--- src/rtl/sharpen_stream_if.sv ---
// Stream bundle for sharpen_stream: pixel input, sharpened output, mode and status.
// master = upstream/sink side (the environment), slave = the sharpen block.
interface sharpen_stream_if #(
  parameter int PIX_W = 8,
  parameter int LANES = 4
);
  localparam int DW = LANES * PIX_W;

  logic [1:0]    cfg_mode;
  logic [DW-1:0] in_data;
  logic          in_valid;
  logic          in_ready;
  logic [DW-1:0] out_data;
  logic          out_valid;
  logic          out_ready;
  logic          out_last;
  logic          busy;

  modport master (
    output cfg_mode, in_data, in_valid, out_ready,
    input  in_ready, out_data, out_valid, out_last, busy
  );

  modport slave (
    input  cfg_mode, in_data, in_valid, out_ready,
    output in_ready, out_data, out_valid, out_last, busy
  );
endinterface

--- src/rtl/sharpen_stream.sv ---
// Streaming 3x3 sharpen filter over packed pixel words, one output row behind input,
// with two line buffers and a final FLUSH pass that emits the last row.
module sharpen_stream #(
  parameter int PIX_W = 8,
  parameter int LANES = 4,
  parameter int WORDS = 16,
  parameter int ROWS  = 16
) (
  input  logic            clk,
  input  logic            reset,
  sharpen_stream_if.slave bus
);
  localparam int DW = LANES * PIX_W;
  localparam int SW = PIX_W + 5;
  localparam int CW = (WORDS > 1) ? $clog2(WORDS) : 1;
  localparam int RW = $clog2(ROWS);
  localparam logic [CW-1:0] COL_LAST = CW'(WORDS - 1);
  localparam logic [RW-1:0] ROW_LAST = RW'(ROWS - 1);
  localparam logic [RW-1:0] ROW_ONE  = RW'(1);

  typedef enum logic [1:0] {FILL, RUN, FLUSH} state_t;

  state_t        state;
  logic [CW-1:0] col;
  logic [RW-1:0] row;
  logic [1:0]    mode_q;
  logic [DW-1:0] out_data_p0;
  logic          vld_p0;
  logic          last_p0;

  logic [DW-1:0] prev_buf [WORDS];
  logic [DW-1:0] cur_buf  [WORDS];

  function automatic logic signed [SW-1:0] ext(input logic [PIX_W-1:0] p);
    return $signed({5'b00000, p});
  endfunction

  function automatic logic [PIX_W-1:0] clamp_pix(input logic signed [SW-1:0] v);
    if (v[SW-1])
      return '0;
    if (|v[SW-2:PIX_W])
      return '1;
    return v[PIX_W-1:0];
  endfunction

  function automatic logic [PIX_W-1:0] lane_of(input logic [DW-1:0] w, input int idx);
    return w[idx*PIX_W +: PIX_W];
  endfunction

  // Missing left/right neighbours are replaced by lane-index clamping; missing rows
  // arrive already substituted by the caller.
  function automatic logic [DW-1:0] sharpen_word(input logic [1:0]    mode,
                                                 input logic [DW-1:0] u_w,
                                                 input logic [DW-1:0] c_w,
                                                 input logic [DW-1:0] d_w);
    logic [DW-1:0]          res;
    logic signed [SW-1:0]   c, n4, nd, acc;
    int                     lf, rt;
    res = '0;
    for (int i = 0; i < LANES; i++) begin
      lf = (i == 0) ? 0 : i - 1;
      rt = (i == LANES - 1) ? i : i + 1;
      c  = ext(lane_of(c_w, i));
      n4 = ext(lane_of(u_w, i)) + ext(lane_of(d_w, i)) +
           ext(lane_of(c_w, lf)) + ext(lane_of(c_w, rt));
      nd = ext(lane_of(u_w, lf)) + ext(lane_of(u_w, rt)) +
           ext(lane_of(d_w, lf)) + ext(lane_of(d_w, rt));
      case (mode)
        2'b01:   acc = (c <<< 2) + c - n4;
        2'b10:   acc = (c <<< 3) + c - n4 - nd;
        default: acc = c;
      endcase
      res[i*PIX_W +: PIX_W] = clamp_pix(acc);
    end
    return res;
  endfunction

  logic          slot_free, in_ready_w, in_fire, run_fire, flush_load, out_fire;
  logic [DW-1:0] ctr_w, prev_w, up_w, dn_w, result_w;

  assign slot_free  = !vld_p0 || bus.out_ready;
  assign in_ready_w = (state != FLUSH) && slot_free;
  assign in_fire    = bus.in_valid && in_ready_w;
  assign run_fire   = in_fire && (state == RUN);
  assign flush_load = (state == FLUSH) && !last_p0 && slot_free;
  assign out_fire   = vld_p0 && bus.out_ready;

  // While row 1 is arriving the centre is output row 0, which has no row above.
  assign ctr_w    = cur_buf[col];
  assign prev_w   = prev_buf[col];
  assign up_w     = (state == RUN && row == ROW_ONE) ? ctr_w : prev_w;
  assign dn_w     = (state == FLUSH) ? ctr_w : bus.in_data;
  assign result_w = sharpen_word(mode_q, up_w, ctr_w, dn_w);

  // ---- stage p0: control FSM and registered output word ----
  always_ff @(posedge clk) begin
    if (reset) begin
      state       <= FILL;
      row         <= '0;
      col         <= '0;
      mode_q      <= 2'b00;
      vld_p0      <= 1'b0;
      last_p0     <= 1'b0;
      out_data_p0 <= '0;
    end else begin
      if (out_fire) begin
        vld_p0  <= 1'b0;
        last_p0 <= 1'b0;
      end
      if (run_fire || flush_load) begin
        vld_p0      <= 1'b1;
        out_data_p0 <= result_w;
        last_p0     <= flush_load && (col == COL_LAST);
      end
      case (state)
        FILL: begin
          if (in_fire) begin
            if (col == '0)
              mode_q <= bus.cfg_mode;
            if (col == COL_LAST) begin
              col   <= '0;
              row   <= ROW_ONE;
              state <= RUN;
            end else begin
              col <= col + 1'b1;
            end
          end
        end
        RUN: begin
          if (in_fire) begin
            if (col == COL_LAST) begin
              col <= '0;
              if (row == ROW_LAST)
                state <= FLUSH;
              else
                row <= row + 1'b1;
            end else begin
              col <= col + 1'b1;
            end
          end
        end
        FLUSH: begin
          if (flush_load)
            col <= (col == COL_LAST) ? '0 : col + 1'b1;
          if (out_fire && last_p0) begin
            state <= FILL;
            row   <= '0;
            col   <= '0;
          end
        end
        default: state <= FILL;
      endcase
    end
  end

  // ---- line buffers (data only, never reset) ----
  always_ff @(posedge clk) begin
    if (in_fire && state == FILL) begin
      cur_buf[col] <= bus.in_data;
    end else if (run_fire) begin
      prev_buf[col] <= ctr_w;
      cur_buf[col]  <= bus.in_data;
    end
  end

  assign bus.in_ready  = in_ready_w;
  assign bus.out_data  = out_data_p0;
  assign bus.out_valid = vld_p0;
  assign bus.out_last  = last_p0;
  assign bus.busy      = !(state == FILL && row == '0 && col == '0);
endmodule

--- src/flat_wrapper.sv ---
// flat-port wrapper written by rule: the top's interface ports become plain ports
module sharpen_stream_flat 
#(
  parameter int PIX_W = 8,
  parameter int LANES = 4,
  parameter int WORDS = 16,
  parameter int ROWS  = 16
)
  (clk, reset, bus_cfg_mode, bus_in_data, bus_in_valid, bus_out_ready, bus_in_ready, bus_out_data, bus_out_valid, bus_out_last, bus_busy);
  sharpen_stream_if #(.PIX_W(PIX_W), .LANES(LANES)) bus_i ();
  input  logic clk;
  input  logic reset;
  input wire logic [$bits(bus_i.cfg_mode)-1:0] bus_cfg_mode;
  input wire logic [$bits(bus_i.in_data)-1:0] bus_in_data;
  input wire logic [$bits(bus_i.in_valid)-1:0] bus_in_valid;
  input wire logic [$bits(bus_i.out_ready)-1:0] bus_out_ready;
  output wire logic [$bits(bus_i.in_ready)-1:0] bus_in_ready;
  output wire logic [$bits(bus_i.out_data)-1:0] bus_out_data;
  output wire logic [$bits(bus_i.out_valid)-1:0] bus_out_valid;
  output wire logic [$bits(bus_i.out_last)-1:0] bus_out_last;
  output wire logic [$bits(bus_i.busy)-1:0] bus_busy;
  assign bus_i.cfg_mode = bus_cfg_mode;
  assign bus_i.in_data = bus_in_data;
  assign bus_i.in_valid = bus_in_valid;
  assign bus_i.out_ready = bus_out_ready;
  assign bus_in_ready = bus_i.in_ready;
  assign bus_out_data = bus_i.out_data;
  assign bus_out_valid = bus_i.out_valid;
  assign bus_out_last = bus_i.out_last;
  assign bus_busy = bus_i.busy;
  sharpen_stream #(.PIX_W(PIX_W), .LANES(LANES), .WORDS(WORDS), .ROWS(ROWS)) u_core (.clk(clk), .reset(reset), .bus(bus_i));
endmodule
--- config.mk ---
export PLATFORM = sky130hd
export DESIGN_NAME = sharpen_stream_flat
export DESIGN_NICKNAME = d
export VERILOG_FILES = /design/src/rtl/sharpen_stream_if.sv /design/src/rtl/sharpen_stream.sv /design/src/flat_wrapper.sv
export SDC_FILE = /design/constraint.sdc
export NUM_CORES = 2
export LEC_CHECK = 0
export BUFFER_PORTS_ARGS = -buffer_cell sky130_fd_sc_hd__buf_4
export CORE_MARGIN = 3
export CORE_UTILIZATION = 40
export CTS_CLUSTER_SIZE = 16
export DETAILED_ROUTE_END_ITERATION = 12
export GPL_TIMING_DRIVEN = 0
export SYNTH_ARGS = -nofsm -noshare
export SYNTH_HDL_FRONTEND = slang
export SYNTH_SLANG_ARGS = --single-unit
--- constraint.sdc ---
create_clock -name clk -period 28.4 [get_ports clk]
set_clock_uncertainty 0.15 [all_clocks]
set_input_delay 1.42 -clock clk [delete_from_list [all_inputs] [get_ports clk]]
set_output_delay 1.42 -clock clk [all_outputs]
set_load 0.01 [all_outputs]
==> results.md <==
- **horizontal die dimension** 376 microns
- **Tmin final** 12,550 ps
- **grt total ovfl** 0
- **via count of the first global-routing pass** 32,600
- **CTS Sinks** 1,074
- **fraction of layout cells with a size suffix above 1** 18.5%
- **cell types with the largest area share after synthesis** sky130_fd_sc_hd__edfxtp_1 56%, sky130_fd_sc_hd__mux4_2 12%, sky130_fd_sc_hd__fa_1 6.0%
- **clock latency on the worst-skew pair** 740 ps
- **number of distinct standard cells referenced by the synthesized netlist** 90
- **Worst Tran Pin Value** 1400 ps
- **overall die area** 142,000 sq um
- **type of the most critical hold path** flop to flop
- **portion of the post-synthesis area used by sequential elements** 57.9%
- **post-route fraction of the period consumed by the critical path** 44.2%
- **DRC violation total after the first TritonRoute iteration** 3,597
- **port buffer count** 73
- **endpoint type of the worst setup path** flop
- **pin count of the biggest net entering global routing** 30
- **total of hold buffers inserted after clock tree synthesis** 0
- **number of synthesized flops with an enable pin** 1,024
- **Syn. warnings** 0
- **number of maximum-capacitance violations** 0
- **drt wl/cell** 27.8 microns
- **final net count** 4,162
- **crit path launch type** flop
- **Crit path largest cell delay** 920 ps
- **number of detailed-route iterations in the first pass** 6
- **worst slew margin relative to its limit** 3.74%
- **buffer levels on the longest clock path** 3
- **slowest library cell on the worst path** sky130_fd_sc_hd__clkbuf_1
- **area used by sequential logic in the layout** 31,800 sq um
- **minimum setup slack among reg-to-reg paths** 15,850 ps
- **Vias/cell** 5.73
- **gpl congestion** 0.933
- **origin of the worst min-delay path** u_core.bus.out_data[27]$_SDFFE_PP0P_
- **initial core utilization** 40.4%
- **combined area of the multi-input logic cells** 21,400 sq um
- **post-synthesis sequential element count** 1,074
- **wirelength, routed** 155,000 microns
- **CP dominant cell by count** sky130_fd_sc_hd__fa_1
- **core area** 136,000 sq um
- **Netlist Area Pre-Place** 54,900 sq um
- **antenna violations before repair** 13
- **synthesized netlist net count** 3,929
- **most frequent cells in the layout** 1,024 x sky130_fd_sc_hd__edfxtp_1, 344 x sky130_fd_sc_hd__inv_1, 294 x sky130_fd_sc_hd__mux4_2
- **cells after synthesis** 3,488
- **remaining antenna violation count** 0
- **first-pass GRT wire length** 225,000 microns
- **Crit Path Max Fanout** 10
- **FF-to-FF path depth** 39
- **Max Clock Freq** 79.7 MHz
- **Post-route DRC** 0
- **post-cts resize count** 0
- **Max Transition Viols Final** 0
- **number of cell rows** 135
- **most frequently used flop master after synthesis** sky130_fd_sc_hd__edfxtp_1
- **relative area change from synthesis to final layout** 13.1%
- **Setup Total Neg Slack** 0 ps
- **FILL cells** 11,900
- **half-perimeter wire length after placement** 111,000 microns
- **share of synthesized registers carrying an async set or reset** 0%
- **number of I/O pins** 74
- **Clock Pin Slew Worst Setup and Hold Paths** 70 ps
- **level count of the clock H-tree** 3
- **number of buffers created by CTS** 106
- **most common library cell in the layout ignoring fill and taps** sky130_fd_sc_hd__edfxtp_1
- **Die Y-Extent** 376 microns
- **portion of synthesized cell area occupied by the leading cell type** 56.0%
- **critical path capture point** u_core.bus.out_data[23]$_SDFFE_PP0P_
- **total number of vias** 32,100
- **final-report setup violation count** 0
- **result of the run** complete, no violations
- **clock tree from TritonCTS** built
- **root buffer selected by CTS** sky130_fd_sc_hd__clkbuf_16
- **Setup Buffers After CTS** 0
- **data arrival time of the critical path** 13,020 ps
- **required time reported for the critical path endpoint** 28,860 ps
- **type of the worst setup path** flop to flop
- **cell taking the most area after synthesis** sky130_fd_sc_hd__edfxtp_1
- **synthesized area divided by synthesized cell count** 15.7 sq um
- **number of endpoints with negative hold slack in the final report** 0
- **RSZ-0062 raised after global routing** false
- **reg-to-reg endpoint** u_core.bus.out_data[23]$_SDFFE_PP0P_
- **total routing usage reported by global routing** 22.1%
[cell usage after synthesis (10+ instances only)]
cell / n
sky130_fd_sc_hd__a21oi_1: 166
sky130_fd_sc_hd__a211oi_1: 17
sky130_fd_sc_hd__nor2_1: 119
sky130_fd_sc_hd__buf_2: 33
sky130_fd_sc_hd__nand3_1: 27
sky130_fd_sc_hd__nand2b_1: 16
sky130_fd_sc_hd__and2_1: 20
sky130_fd_sc_hd__mux2_2: 30
sky130_fd_sc_hd__edfxtp_1: 1024
sky130_fd_sc_hd__nor3_1: 21
sky130_fd_sc_hd__a31oi_1: 24
sky130_fd_sc_hd__a21o_1: 57
sky130_fd_sc_hd__o21bai_1: 54
sky130_fd_sc_hd__o21a_1: 23
sky130_fd_sc_hd__nand2_1: 133
sky130_fd_sc_hd__xor2_1: 71
sky130_fd_sc_hd__o21ai_0: 131
sky130_fd_sc_hd__ha_1: 239
sky130_fd_sc_hd__o211ai_1: 10
sky130_fd_sc_hd__mux2i_1: 29
sky130_fd_sc_hd__mux4_2: 294
sky130_fd_sc_hd__a22oi_1: 20
sky130_fd_sc_hd__fa_1: 164
sky130_fd_sc_hd__clkbuf_1: 57
sky130_fd_sc_hd__xnor2_1: 99
sky130_fd_sc_hd__nor2b_1: 34
sky130_fd_sc_hd__inv_1: 344
sky130_fd_sc_hd__dfxtp_1: 50
sky130_fd_sc_hd__buf_1: 10
sky130_fd_sc_hd__mux4_1: 11
[layer usage]
metal  global-route usage (%)  vias up  part of all wire [%]
met4                     6.28        8                   2.8
met5                        0        -                 0.040
met2                     34.7     1146                    46
met3                     3.53      235                   6.8
li1                         -    13900                     -
met1                     31.9    16800                    44
[registers in the layout, summed over array words and instances, names as in the netlist, named ones only]
signal and flops:
u_core.bus.out_data 32, u_core.row 4, u_core.mode_q 2, u_core.bus.out_last 1, u_core.cur_buf 512, u_core.state 2, u_core.prev_buf 512, u_core.col 4
u_core.bus.out_valid 1
[worst min path at each step]
stage                                                       to  slack, ps  depth (start not counted)
after CTS                 u_core.bus.out_data[28]$_SDFFE_PP0P_        310                          2
after global placement    u_core.bus.out_data[27]$_SDFFE_PP0P_        290                          2
after floorplan                     u_core.row[1]$_SDFFE_PP0P_        310                          2
after detailed placement  u_core.bus.out_data[28]$_SDFFE_PP0P_        300                          2
after global routing      u_core.bus.out_data[25]$_SDFFE_PP0P_        330                          2
final                     u_core.bus.out_data[27]$_SDFFE_PP0P_        310                          2
[through the flow]
step	cell area [sq um]	utilization, %	worst slack (ps)	hold WS [ps]	cells
2_1_floorplan	54900	-	18610	312	3488
3_3_place_gp	57600	42.4	15980	291	5342
3_5_place_dp	58600	43.2	15950	296	5393
4_1_cts	62100	45.7	15860	314	5585
5_1_grt	62100	45.7	15170	334	5586
6_report	62100	45.7	15850	308	5592
[critical path, delay by kind of cell, from the launching register on]
kind                     cells  cell delay [ps]
adder cells (fa/ha/maj)      9             3610
AND/OR/NAND/NOR              3              610
buffers and inverters       13             3770
XOR/XNOR                     1              320
AO/OA/AOI/OAI               11             2630
multiplexers                 2              970
flip-flops                   1              310
[cell type report]
class,count,area share (%)
antenna,6,0.0242
buffer,112,0.887
clock buffer,127,4.40
clock inverter,65,1.12
inverter,345,2.09
multi-input combinational,1957,34.5
sequential,1074,51.1
tap,1781,3.59
timing repair buffer,125,2.24
[cell families after synthesis]
| logic type | share of synthesized area [%] |
|---|---|
| adder cells (fa/ha/maj) | 11.4 |
| flip-flops | 57.9 |
| AND/OR/NAND/NOR | 3.60 |
| AO/OA/AOI/OAI | 7.30 |
| multiplexers | 13.7 |
| buffers and inverters | 3.36 |
| XOR/XNOR | 2.71 |
Power is left out: the tool's default activity adds up to more than one toggle a clock period on the data nets, which glitch-free logic cannot reach.
